[config.mk]
export PLATFORM = sky130hd
export DESIGN_NAME = memory_stage
export DESIGN_NICKNAME = d
export VERILOG_FILES = /design/src/rtl/memory_stage.sv
export SDC_FILE = /design/constraint.sdc
export NUM_CORES = 1
export LEC_CHECK = 0
export BUFFER_PORTS_ARGS = -buffer_cell sky130_fd_sc_hd__buf_4
export CAP_MARGIN = 20
export CORE_AREA = 2 2 231 233
export DETAILED_ROUTE_END_ITERATION = 12
export DIE_AREA = 0 0 233 235
export HOLD_SLACK_MARGIN = 0.12
export MAX_ROUTING_LAYER = met4
export SKIP_CTS_REPAIR_TIMING = 1
export SLEW_MARGIN = 5
export SYNTH_ARGS = -nofsm -noshare
export SYNTH_HDL_FRONTEND = slang
export SYNTH_SLANG_ARGS = --single-unit
[constraint.sdc]
create_clock -name clk -period 2.25 [get_ports clk]
set_clock_uncertainty 0.15 [all_clocks]
set_input_delay 0 -clock clk [delete_from_list [all_inputs] [get_ports clk]]
set_output_delay 0 -clock clk [all_outputs]
set_load 0.01 [all_outputs]
[src/rtl/memory_stage.sv]
// LEGv8 memory stage: EX/MEM register, CBZ resolution and a req/ack data-memory port
// with a bounded wait. Execute is stalled while an access is outstanding.
module memory_stage #(
  parameter int unsigned N       = 64,
  parameter int unsigned TIMEOUT = 15
) (
  input  logic         clk,
  input  logic         reset,
  input  logic         valid_E,
  input  logic         Branch_E,
  input  logic         memRead_E,
  input  logic         memWrite_E,
  input  logic         flush_M,
  input  logic [N-1:0] aluResult_E,
  input  logic [N-1:0] writeData_E,
  input  logic [N-1:0] PCBranch_E,
  input  logic         zero_E,
  output logic         stall_E,
  output logic         dm_req,
  output logic         dm_we,
  output logic [N-1:0] dm_addr,
  output logic [N-1:0] dm_wdata,
  input  logic         dm_ack,
  input  logic [N-1:0] dm_rdata,
  output logic         PCSrc_M,
  output logic [N-1:0] PCBranch_M,
  output logic [N-1:0] aluResult_M,
  output logic [N-1:0] readData_M,
  output logic         done_M,
  output logic         err_M
);

  localparam int unsigned CW = (TIMEOUT > 1) ? $clog2(TIMEOUT) : 1;
  localparam logic [CW-1:0] CntLast = CW'(TIMEOUT - 1);

  typedef enum logic [1:0] {StRun, StMem, StDone} state_e;

  state_e         r_state;
  state_e         w_state_next;
  logic           r_valid;
  logic           r_branch;
  logic           r_mem_read;
  logic           r_mem_write;
  logic           r_zero;
  logic [N-1:0]   r_alu_result;
  logic [N-1:0]   r_write_data;
  logic [N-1:0]   r_pc_branch;
  logic [N-1:0]   r_read_data;
  logic [CW-1:0]  r_cnt;
  logic           r_err;
  logic           w_capture;
  logic           w_memop_e;
  logic           w_cnt_last;

  // A memory op heads straight into MEM at its capture edge so the access starts next cycle.
  assign w_memop_e  = valid_E & ~flush_M & (memRead_E | memWrite_E);
  assign w_capture  = (r_state != StMem);
  assign w_cnt_last = (r_cnt == CntLast);

  always_ff @(posedge clk or negedge reset) begin
    if (!reset) begin
      r_state <= StRun;
    end else begin
      r_state <= w_state_next;
    end
  end

  always_comb begin
    w_state_next = r_state;
    unique case (r_state)
      StRun:   w_state_next = w_memop_e ? StMem : StRun;
      StMem:   if (dm_ack || w_cnt_last) w_state_next = StDone;
      StDone:  w_state_next = w_memop_e ? StMem : StRun;
      default: w_state_next = StRun;
    endcase
  end

  always_comb begin
    stall_E = 1'b0;
    dm_req  = 1'b0;
    done_M  = 1'b0;
    err_M   = 1'b0;
    unique case (r_state)
      StRun:   done_M = r_valid;
      StMem: begin
        stall_E = 1'b1;
        dm_req  = 1'b1;
      end
      StDone: begin
        done_M = 1'b1;
        err_M  = r_err;
      end
      default: done_M = 1'b0;
    endcase
  end

  always_ff @(posedge clk or negedge reset) begin
    if (!reset) begin
      r_valid      <= 1'b0;
      r_branch     <= 1'b0;
      r_mem_read   <= 1'b0;
      r_mem_write  <= 1'b0;
      r_zero       <= 1'b0;
      r_alu_result <= '0;
      r_write_data <= '0;
      r_pc_branch  <= '0;
      r_read_data  <= '0;
      r_cnt        <= '0;
      r_err        <= 1'b0;
    end else begin
      if (w_capture) begin
        r_valid      <= valid_E & ~flush_M;
        r_branch     <= Branch_E;
        r_mem_read   <= memRead_E;
        r_mem_write  <= memWrite_E;
        r_zero       <= zero_E;
        r_alu_result <= aluResult_E;
        r_write_data <= writeData_E;
        r_pc_branch  <= PCBranch_E;
      end
      if (r_state == StMem) begin
        r_cnt <= r_cnt + 1'b1;
        // Ack beats a coincident timeout; a read+write op is treated as a store.
        if (dm_ack) begin
          if (r_mem_read && !r_mem_write) begin
            r_read_data <= dm_rdata;
          end
        end else if (w_cnt_last) begin
          r_read_data <= '0;
          r_err       <= 1'b1;
        end
      end else if (r_state == StDone) begin
        r_cnt <= '0;
        r_err <= 1'b0;
      end
    end
  end

  assign dm_we       = r_mem_write & dm_req;
  assign dm_addr     = r_alu_result;
  assign dm_wdata    = r_write_data;
  assign PCSrc_M     = r_valid & r_branch & r_zero;
  assign PCBranch_M  = r_pc_branch;
  assign aluResult_M = r_alu_result;
  assign readData_M  = r_read_data;

endmodule

==> results.md, run 1 <==
* Largest net degree at the start of global routing at 68
* H-tree levels at 1
* Cell variety after synth at 29
* HPWL Detailed at roughly 26000 um
* Ports at 591
* Halt point of the flow: 5_1_grt
* # clock sinks at 268
* Netlist Area Pre-Place at 10800 um2
* Area share of the largest cell type after synthesis at 0.621
* Sequential area share after synthesis at 0.621
* EDFF count, synth at 0
* Syn avg cell area at approximately 13 um2
* Clock root buffer: clkbuf_16
* # rows at 84
* Status: stopped before the end
* Die span in y at roughly 240 um
* I/O Buffers at 590
* Syn Nets at 1079
* Synth Flop Type: dfrtp_1
* Initial core utilization at 0.207
* Seq cells post-synth at around 270
* Placer Congestion at a little over 0.8
* Synthesis Warnings at 0
* Synth top area cells: dfrtp_1 62%, mux2_2 21%, buf_4 5.9%
* Deepest clock path buffer count at 3
* Die Wd at about 230 um
* Area leader, netlist: dfrtp_1
* Share of async-settable or async-resettable flops after synthesis at 1.00
* Err: [ERROR RSZ-0060] Max buffer count reached.
* CTS Buf Count at 30
* Synth Instances at 807
* Pre-CTS setup slack at roughly 0.28 ns
## Yosys cell counts (2+ instances only)
cell / instances
nand2_1: 131
inv_1: 5
buf_2: 16
and2_1: 2
buf_4: 85
nand3_1: 3
ha_1: 7
dfrtp_1: 268
nand3b_1: 2
clkbuf_2: 6
o21ai_1: 5
mux2_2: 198
o21ai_0: 63
## logic make-up after synthesis
| kind of cell | count (synthesis) | synth area share |
|---|---|---|
| AO/OA/AOI/OAI | 73 | 0.0354 |
| flip-flops | 268 | 0.621 |
| AND/OR/NAND/NOR | 147 | 0.0564 |
| multiplexers | 199 | 0.207 |
| adder cells (fa/ha/maj) | 7 | 0.00811 |
| buffers and inverters | 113 | 0.0714 |
## through the flow
stage	utilization	instance area [um2]	instances
after CTS	0.319	16700	2056
after detailed placement	0.301	15700	2006
after global placement	0.301	15700	2006
after floorplan	-	10800	807
==> run 2, diff against run 1 <==
Settings changed: HOLD_SLACK_MARGIN 0.12 to default, MAX_ROUTING_LAYER met4 to default, PLACE_DENSITY_LB_ADDON from default to 0.15.
==> run 2 against run 1 <==
Effect of this change:
- the flow now finishes without violations
- synthesized cell count unchanged
- area after synthesis unchanged
==> results.md, run 2 <==
* Status: completed
* Placed Area at 15700 um2 (about the same)
* Sequential area share after synthesis at 0.621 (unchanged)
* Worst-path cell chain: inv_1 > ha_4 > buf_12 > and2_1 > buf_4
* Layout area overhead at 80.6%
* Drt total wl at 37500 um
* P_sw at 4.16 mW
* Clock root buffer: clkbuf_16
* Internal power at 11.3 mW
* I/O Buffers at 590 (unchanged)
* Hold Violations, Final at 0
* Met1 usage at 0.140
* Critical path buffers and inverters at 3
* Die span in y at 235 um (unchanged)
* Iteration-0 DRC Markers at between 200 and 300
* LEAKAGE at approximately 9.1 nW
* Slew margin rel. at 0.617
* Critical path's slowest cell: dfrtp_1
* Diode count at 0
* Synth top area cells: dfrtp_1 62%, mux2_2 21%, buf_4 5.9%
* M3 GR Usage at 0.0415
* Largest net degree at the start of global routing at 65
* Worst skew pair latency at between 0.5 and 0.6 ns
* Most common cell in the netlist: dfrtp_1
* Cell variety after synth at 29 (unchanged)
* Sequential share of power at 0.392
* Actual slew at the worst max-slew pin at 0.575 ns
* Layout cell share with drive strength beyond 1 at 0.532
* Die Wd at 233 um (unchanged)
* Ports at 591 (unchanged)
* Grt peak-use layer: met2
* Crit path max fanout at 47
* Share of async-settable or async-resettable flops after synthesis at 1.00 (unchanged)
* Clock transition at the registers of the reported paths at 0.05 ns
* Final setup viols at 0
* CTS Buf Count at 35 (+17%)
* Power Density at roughly 790 nW/um2
* # rows at 84 (unchanged)
* Synthesis Warnings at 0 (unchanged)
* Crit-path leading delay family: buffers and inverters
* Crit end category: primary output
* Deepest clock path buffer count at 3 (unchanged)
* Min Tclk post-route at 2.05 ns
* Initial antenna violation count at 0
* First-pass GRT wire length at 52700 um
* Drt pass-1 iters at 4
* Fin area at ~19000 um2
* Commonest cells post-synth: 268 x dfrtp_1, 198 x mux2_2, 131 x nand2_1
* Synth Instances at 807 (unchanged)
* Core Area at 52200 um2
* Final #Nets at ~1900
* EDFF count, synth at 0 (unchanged)
* Max Clock Freq at 488 MHz
* HPWL Detailed at 26600 um (+4.4%)
* Vias in the first global route at 8494
* Most common cell after layout, fill and taps aside: buf_4
* Min-delay worst type: primary input to flip-flop
* Vias per inst at 3.89
* Die area at 54800 um2
* Maximum vdd drop at 364 uV
* Syn avg cell area at 13.4 um2 (unchanged)
* Drt drc at 0
* CTS tree: done
* GRT Residual Overflow at 0
* Placer Congestion at 0.759 (-7.4%)
* Unrepaired setup endpoints after global routing: false
* H-tree levels at 2 (+1)
* Combinational group share of total power at 0.246
* Sw Ratio at 0.270
* Met2 Usage GRT at 0.224
* Critical Path RT at approximately 2.1 ns
* Netlist Area Pre-Place at 10800 um2 (unchanged)
* Routed wire length per instance at 16.1 um
* Initial core utilization at 0.207 (unchanged)
* Core Util, Final at 0.373
* Seq cells post-synth at 268 (unchanged)
* # clock sinks at 268 (unchanged)
* Vias at 9048
* Syn Nets at 1079 (unchanged)
* Period utilisation layout at 0.910
* Maximum capacitance violations at 0
* Antenna Nets Post-Route at 0
* Worst setup SP type: flip-flop
* Clock power frac at 0.362
* Total Power at 15.4 mW
* GRT Overall Usage at 0.125
* Worst stage delay on the critical path at 0.41 ns
* Area leader, netlist: dfrtp_1
* Fin Setup TNS at 0 ns
* Crit path kind: flip-flop to primary output
* Most frequent cells in the layout: 604 x buf_4, 268 x dfrtp_1, 265 x dlygate4sd3_1, 198 x mux2_2, 131 x nand2_1
* Synth Flop Type: dfrtp_1
* Max Slew Vio Count at 0
* Arr. time, crit path at ~1.9 ns
* Area share of the largest cell type after synthesis at 0.621 (unchanged)
* Hold Slack at 0.0787 ns
[run 2: stage by stage]
step	std cells	setup WS, ns
after global routing	2324	0.0603
after floorplan	807	0.491
final	2324	0.203
after global placement	2004	0.313
after CTS	2059	0.125
after detailed placement	2004	0.219
[run 2: cell type report]
class	count	area, um2
Clock buffer	47	1010
Clock inverter	8	123
Fill cell	5178	32700
Inverter	5	18.8
Multi-Input combinational cell	426	3330
Sequential cell	268	6710
Tap cell	688	861
Timing Repair Buffer	882	7440
[run 2: logic make-up after synthesis]
| kind of cell | Yosys count | share of synthesized area |
|---|---|---|
| AND/OR/NAND/NOR | 147 | 0.0564 |
| multiplexers | 199 | 0.207 |
| adder cells (fa/ha/maj) | 7 | 0.00811 |
| buffers and inverters | 113 | 0.0714 |
| flip-flops | 268 | 0.621 |
| AO/OA/AOI/OAI | 73 | 0.0354 |
[run 2: metal layers]
metal,part of all wire,wire length [um]
met5,0,0
met4,0.021,776
met1,0.38,14300
met2,0.53,19700
met3,0.071,2640
[run 2: power groups by stage]
stage / logic [mW] / registers (mW) / clock network, mW
after global routing: 4.09 / 6.14 / 6.05
after floorplan: 1.10 / 6.41 / 0
after global placement: 3.46 / 6.09 / 0
after detailed placement: 3.48 / 6.12 / 0
final: 3.79 / 6.04 / 5.59
after CTS: 3.48 / 6.04 / 5.83
[run 2: final timing paths]
check / from / endpoint / slack (ns) / cells past startpoint
setup / recovery: r_state[1] / dm_we / 0.20 / 5
hold / removal: dm_rdata[30] / readData_M[30] / 0.08 / 4
setup reg to reg: r_state[1] / r_state[1] / 0.26 / 5
hold reg to reg: r_err / r_err / 0.34 / 1
max in group asynchronous: reset / dm_wdata[6] / 0.82 / 4
min in group asynchronous: reset / PCBranch_M[37] / 0.40 / 3
[run 2: worst reg2reg max path: stages, from the launching register on]
cell and delay [ns]:
dfrtp_1 0.41, inv_1 0.15, ha_4 0.19, buf_4 0.43
nand3b_1 0.22, mux2_2 0.32
Note: power is estimated with default switching activity, not from simulation.
==> run 3, diff against run 2 <==
Settings changed: HOLD_SLACK_MARGIN from default to 0.15.
==> run 3 against run 2 <==
Effect of this change:
- the run now fails in 5_1_grt
- synthesized cell count did not move
- area after synthesis did not move
==> results.md, run 3 <==
* Largest net degree at the start of global routing at between 60 and 70
* # clock sinks at 268 (unchanged)
* Placer Congestion at 0.759 (unchanged)
* Cell variety after synth at 29 (unchanged)
* Clock root buffer: clkbuf_16
* Most common cell in the netlist: dfrtp_1
* Ports at 591 (unchanged)
* Status: stopped before the end
* Area share of the largest cell type after synthesis at 0.621 (unchanged)
* Halt point of the flow: 5_1_grt
* Syn avg cell area at 13.4 um2 (unchanged)
* Synthesis Warnings at 0 (unchanged)
* Syn Nets at 1079 (unchanged)
* EDFF count, synth at 0 (unchanged)
* # rows at 84 (unchanged)
* Synth top area cells: dfrtp_1 62%, mux2_2 21%, buf_4 5.9%
* Area leader, netlist: dfrtp_1
* Commonest cells post-synth: 268 x dfrtp_1, 198 x mux2_2, 131 x nand2_1
* Synth Flop Type: dfrtp_1
* Err: [ERROR RSZ-0060] Max buffer count reached.
* Synth Instances at 807 (unchanged)
* Sequential area share after synthesis at 0.621 (unchanged)
* H-tree levels at 2 (unchanged)
* Share of async-settable or async-resettable flops after synthesis at 1.00 (unchanged)
* Die Wd at 233 um (unchanged)
* Die span in y at 235 um (unchanged)
* Initial core utilization at 0.207 (unchanged)
* I/O Buffers at 590 (unchanged)
* CTS Buf Count at 35 (unchanged)
* Inst Count DP at 2004 (unchanged)
* Deepest clock path buffer count at 3 (unchanged)
* Seq cells post-synth at 268 (unchanged)
* HPWL Detailed at 26600 um (unchanged)
* Netlist Area Pre-Place at 10800 um2 (unchanged)
run 3: cell counts after synthesis:
No cell type changed its count.
run 3: cell families after synthesis:
family,share of synthesized area
flip-flops,0.621
multiplexers,0.207
AND/OR/NAND/NOR,0.0564
buffers and inverters,0.0714
AO/OA/AOI/OAI,0.0354
adder cells (fa/ha/maj),0.00811
run 3: stage by stage:
stage | util | setup WS [ns] | instance area [um2] | hold slack, ns
4_1_cts | 0.322 | 0.125 | 16800 | -0.718
3_5_place_dp | 0.301 | 0.219 | 15700 | -0.139
3_3_place_gp | 0.301 | 0.313 | 15700 | -0.141
2_1_floorplan | - | 0.491 | 10800 | -0.446
